===== config.mk =====
export PLATFORM = sky130hd
export DESIGN_NAME = alu_share_sched
export DESIGN_NICKNAME = d
export VERILOG_FILES = /design/src/rtl/alu_share_sched.sv
export SDC_FILE = /design/constraint.sdc
export NUM_CORES = 1
export LEC_CHECK = 0
export CORE_UTILIZATION = 38
export DETAILED_ROUTE_END_ITERATION = 6
export MAX_ROUTING_LAYER = met4
export PLACE_DENSITY_LB_ADDON = 0.12
export SYNTH_ARGS = -nofsm -noshare
export SYNTH_HDL_FRONTEND = slang
export SYNTH_SLANG_ARGS = --single-unit
export TNS_END_PERCENT = 10

===== constraint.sdc =====
create_clock -name i_clk -period 4.55 [get_ports i_clk]
set_input_delay 0.91 -clock i_clk [delete_from_list [all_inputs] [get_ports i_clk]]
set_output_delay 0.91 -clock i_clk [all_outputs]
set_load 0.02 [all_outputs]

===== src/rtl/alu_share_sched.sv =====
// Two-requester scheduler for the shared integer ALU: arbitrates, issues one op
// per IDLE->EXEC->RESP pass and holds the registered result until taken.
module alu_share_sched #(
    parameter int XLEN      = 32,
    parameter int CTRL_W    = 4,
    parameter int PRIO_MODE = 0
) (
    input  logic                i_clk,
    input  logic                i_rst,
    input  logic                i_flush,
    input  logic [1:0]          i_req_valid,
    output logic [1:0]          o_req_ready,
    input  logic [2*XLEN-1:0]   i_req_op1,
    input  logic [2*XLEN-1:0]   i_req_op2,
    input  logic [2*CTRL_W-1:0] i_req_ctrl,
    output logic [XLEN-1:0]     o_alu_op1,
    output logic [XLEN-1:0]     o_alu_op2,
    output logic [CTRL_W-1:0]   o_alu_ctrl,
    output logic                o_alu_stall,
    input  logic [XLEN-1:0]     i_alu_result,
    output logic [1:0]          o_rsp_valid,
    input  logic [1:0]          i_rsp_ready,
    output logic [XLEN-1:0]     o_rsp_data
);

    typedef enum logic [1:0] {IDLE, EXEC, RESP} state_t;

    typedef struct packed {
        logic [XLEN-1:0]   op1;
        logic [XLEN-1:0]   op2;
        logic [CTRL_W-1:0] ctrl;
    } req_t;

    state_t          state, state_nxt;
    req_t            req_sel, req_q;
    logic            gnt, gnt_q, last_grant;
    logic            accept;
    logic [1:0]      rsp_valid_q;
    logic [XLEN-1:0] rsp_data_q;

    // last_grant names the requester served most recently; it loses a tie
    always_comb begin
        gnt = 1'b0;
        if (PRIO_MODE != 0)
            gnt = !i_req_valid[0];
        else if (&i_req_valid)
            gnt = ~last_grant;
        else
            gnt = i_req_valid[1];
    end

    assign req_sel = gnt ? '{op1: i_req_op1[XLEN +: XLEN], op2: i_req_op2[XLEN +: XLEN],
                             ctrl: i_req_ctrl[CTRL_W +: CTRL_W]}
                         : '{op1: i_req_op1[0 +: XLEN], op2: i_req_op2[0 +: XLEN],
                             ctrl: i_req_ctrl[0 +: CTRL_W]};

    always_comb begin
        state_nxt = state;
        accept    = 1'b0;
        case (state)
            IDLE: if (!i_flush && (|i_req_valid)) begin
                accept    = 1'b1;
                state_nxt = EXEC;
            end
            EXEC: state_nxt = RESP;
            RESP: if (i_rsp_ready[gnt_q]) state_nxt = IDLE;
            default: state_nxt = IDLE;
        endcase
        if (i_flush) state_nxt = IDLE;
    end

    always_ff @(posedge i_clk or posedge i_rst) begin
        if (i_rst) begin
            state       <= IDLE;
            req_q       <= '0;
            gnt_q       <= 1'b0;
            last_grant  <= 1'b1;
            rsp_valid_q <= 2'b00;
            rsp_data_q  <= '0;
        end else begin
            state <= state_nxt;
            if (accept) begin
                req_q      <= req_sel;
                gnt_q      <= gnt;
                last_grant <= gnt;
            end
            // flush drops the in-flight result even if the requester is taking it
            if (i_flush)
                rsp_valid_q <= 2'b00;
            else if (state == EXEC) begin
                rsp_valid_q <= gnt_q ? 2'b10 : 2'b01;
                rsp_data_q  <= i_alu_result;
            end else if (state == RESP && i_rsp_ready[gnt_q])
                rsp_valid_q <= 2'b00;
        end
    end

    assign o_req_ready = accept ? (gnt ? 2'b10 : 2'b01) : 2'b00;
    assign o_alu_op1   = req_q.op1;
    assign o_alu_op2   = req_q.op2;
    assign o_alu_ctrl  = req_q.ctrl;
    assign o_alu_stall = (state != EXEC);
    assign o_rsp_valid = rsp_valid_q;
    assign o_rsp_data  = rsp_data_q;

endmodule


==> flow_metrics.py <==
metrics = {
    "sta": {
        "hold_ws_ps": 506,
        "timing.final.crit_share_pct": 81.4,
        "maxSlewViolCount": 0,
        "hold_viol": 0,
        "worst_slew_pin_slew_ps": 1250,
        "unrepaired_setup_endpoints_after_global_routing": "no",
        "totalNegativeSetupSlack_ps": 0,
        "worst_slew_margin_rel_pct": 16.6,
        "final-setup-viol-count": 0,
        "achievable-frequency_mhz": 270,
        "final.setup_skew_ps": 10.8,
        "finalCriticalPeriod_ps": 3700,
    },
    "worst_setup_path": {
        "timing_worst_setup_path_type": "in -> out",
        "crit_top_cell": "clkdlybuf4s50_1",
        "critical_path.max_fanout": 5,
        "cp.arrival_ps": 2790,
        "timing.critical_path.slowest_cell_delay_ps": 670,
        "path_cells": "clkdlybuf4s50_1, or3_2, nor3b_1, clkdlybuf4s50_1",
        "reg2reg_depth": 4,
        "slowest_cell_on_the_critical_path": "clkdlybuf4s50_1",
        "worst_setup_end_kind": "output port",
        "reg2reg_setup_slack_ps": 2450,
        "worst-endpoint-required_ps": 3640,
        "worstSetupStartpointType": "primary input",
    },
    "power_and_ir_drop": {
        "total_power_mw": 3.62,
        "p_leak_nw": 3.21,
        "vdd_ir_drop_max_uv": 195,
        "power.density_cell_area_nw_per_um2": 462,
    },
    "logic_synthesis": {
        "postSynthRegisterBits": 106,
        "yosysWarnings": 0,
        "avgSynthCellArea_um2": 11.5,
        "syn_inst": 407,
        "synth.cell_area_um2": 4670,
        "mappedNetlistNets": 582,
        "synthArstFlopShare_pct": 100,
        "ys_types": 24,
        "seq_area_frac_synth_pct": 56.8,
        "synth_enable_flop_cells": 0,
        "synth_top_flop_cell": "dfrtp_1",
    },
    "clocking": {
        "cts_root_buffer": "clkbuf_16",
        "holdBufCountCts": 0,
        "clock_insertion_delay_worst_skew_ps": 340,
        "cts_tree": "done",
        "numClockSinks": 106,
        "cts_inserted_buffers": 9,
        "cts.clk_slew.worst_paths_ps": 70,
        "max-clock-path-buffers": 2,
        "cts_setup_buffers": 0,
        "htree_levels": 3,
        "postcts_resize_cnt": 0,
    },
    "floorplanning": {
        "num_rows": 40,
        "dieHeight_um": 113,
        "die_w_um": 113,
        "design.die.area_um2": 12700,
        "top_level_ports": 280,
        "core_area_um2": 12000,
        "initial_utilization_pct": 38.9,
    },
    "placement": {
        "finalWeightedCongestion": 0.770,
        "dp_hpwl_mm": 10.3,
        "portBuffers": 279,
    },
    "route": {
        "post-route-drc-count": 0,
        "antenna_left": 0,
        "wl_per_cell_um": 18.3,
        "finalWirelength_mm": 14.9,
        "avgViaCountPerCell": 5.33,
        "route.vias.total": 4347,
        "drtPass1Iterations": 4,
        "detailedRoute.firstIterationViolations": 210,
    },
    "layout": {
        "layout.core_utilization_pct": 65.3,
        "most-common-layout-cells": "clkdlybuf4s50_1, dfrtp_1, nand2_1, a221o_1, nor3_1",
        "layout.cells.most_common": "clkdlybuf4s50_1",
        "final_nets": 837,
        "fraction_of_final_layout_cells_with_drive_strength_greater_than_1_pct": 10.9,
        "layout_area_overhead_pct": 67.9,
    },
    "global_routing": {
        "grt_pass1_wl_mm": 23.1,
        "number_of_global_route_vias_before_repair": 4527,
        "number_of_antenna_violations_at_the_first_check_in_global_routing": 1,
        "pin_count_of_the_biggest_net_entering_global_routing": 92,
        "grt.overflow.total": 0,
        "grt_usage_pct": 24.1,
    },
    "run_status": {
        "run_status": "finished, final reports clean",
    },
    "job": {
        "max_cap_violations": 0,
    },
    "hold_path": {
        "hold-path-cell-count": 1,
        "hold_class": "reg -> reg",
    },
}
[critical path: cells and delay by family]
| family | cells | cell delay (ps) |
|---|---|---|
| buffers and inverters | 2 | 1170 |
| and+or+nand+nor | 2 | 710 |
[where the power goes]
part           total (mW)  switching, mW  internal (mW)
clock network       0.826          0.360          0.466
registers            1.34          0.146           1.20
logic                1.45          0.674          0.778
total                3.62           1.18           2.44
[cells in the mapped netlist, drive strengths merged (2+ instances only)]
library cell | count | area, um^2
nor3 | 69 | 390
a221o | 68 | 681
a21o | 2 | 15.0
dfrtp | 105 | 2630
inv | 4 | 15.0
clkbuf | 25 | 93.8
nand2 | 69 | 259
nor2b | 4 | 25.0
o21ai | 2 | 10.0
a22o | 2 | 17.5
buf | 17 | 103
mux2 | 33 | 372
[worst paths after layout]
path / startpoint / endpoint
max reg2reg: state[0]$_DFFE_PP0P_ / o_alu_op1[5]$_DFFE_PP0P_
min in group asynchronous: i_rst / o_rsp_data[28]$_DFFE_PP0P_
max in group asynchronous: i_rst / last_grant$_DFFE_PP1P_
min reg2reg: o_rsp_data[9]$_DFFE_PP0P_ / o_rsp_data[9]$_DFFE_PP0P_
min: o_rsp_data[9]$_DFFE_PP0P_ / o_rsp_data[9]$_DFFE_PP0P_
max: i_flush / o_req_ready[0]
[flip-flops by register name (all words and copies together), names as in the netlist]
signal	count
last_grant	1
o_alu_op2	32
gnt_q	1
o_rsp_data	32
o_alu_op1	32
state	2
o_rsp_valid	2
o_alu_ctrl	4
[layer usage]
metal | up-vias | part of all wire, % | GRT usage [%]
li1 | 2026 | - | -
met4 | 0 | 1.7 | 8.33
met2 | 186 | 50 | 41.0
met3 | 17 | 8.1 | 6.11
met1 | 2118 | 40 | 27.8
met5 | - | 0 | -
[metrics by stage]
stage | area [um^2] | cells | setup slack [ps]
after floorplan | 4670 | 407 | 853
after global placement | 7530 | 798 | 864
after detailed placement | 7530 | 798 | 884
after CTS | 7850 | 814 | 852
after global routing | 7850 | 815 | 770
final | 7850 | 815 | 846
[final cells by class]
cell class	instances	area (um^2)
fillers	989	4160
repair buffers	286	2840
flip-flops and latches	106	2650
multi-input cells	255	1830
clock buffers	11	253
well taps	147	184
clock inverters	5	67.6
inverters	4	17.5
diodes	1	2.50
[kinds of logic after synthesis]
logic type / after synthesis / synth area share, %
AO/OA/AOI/OAI: 75 / 15.6
buffers and inverters: 46 / 4.52
flip-flops: 106 / 56.8
multiplexers: 33 / 7.95
AND/OR/NAND/NOR: 147 / 15.1
Power figures use the tool's default switching activity.
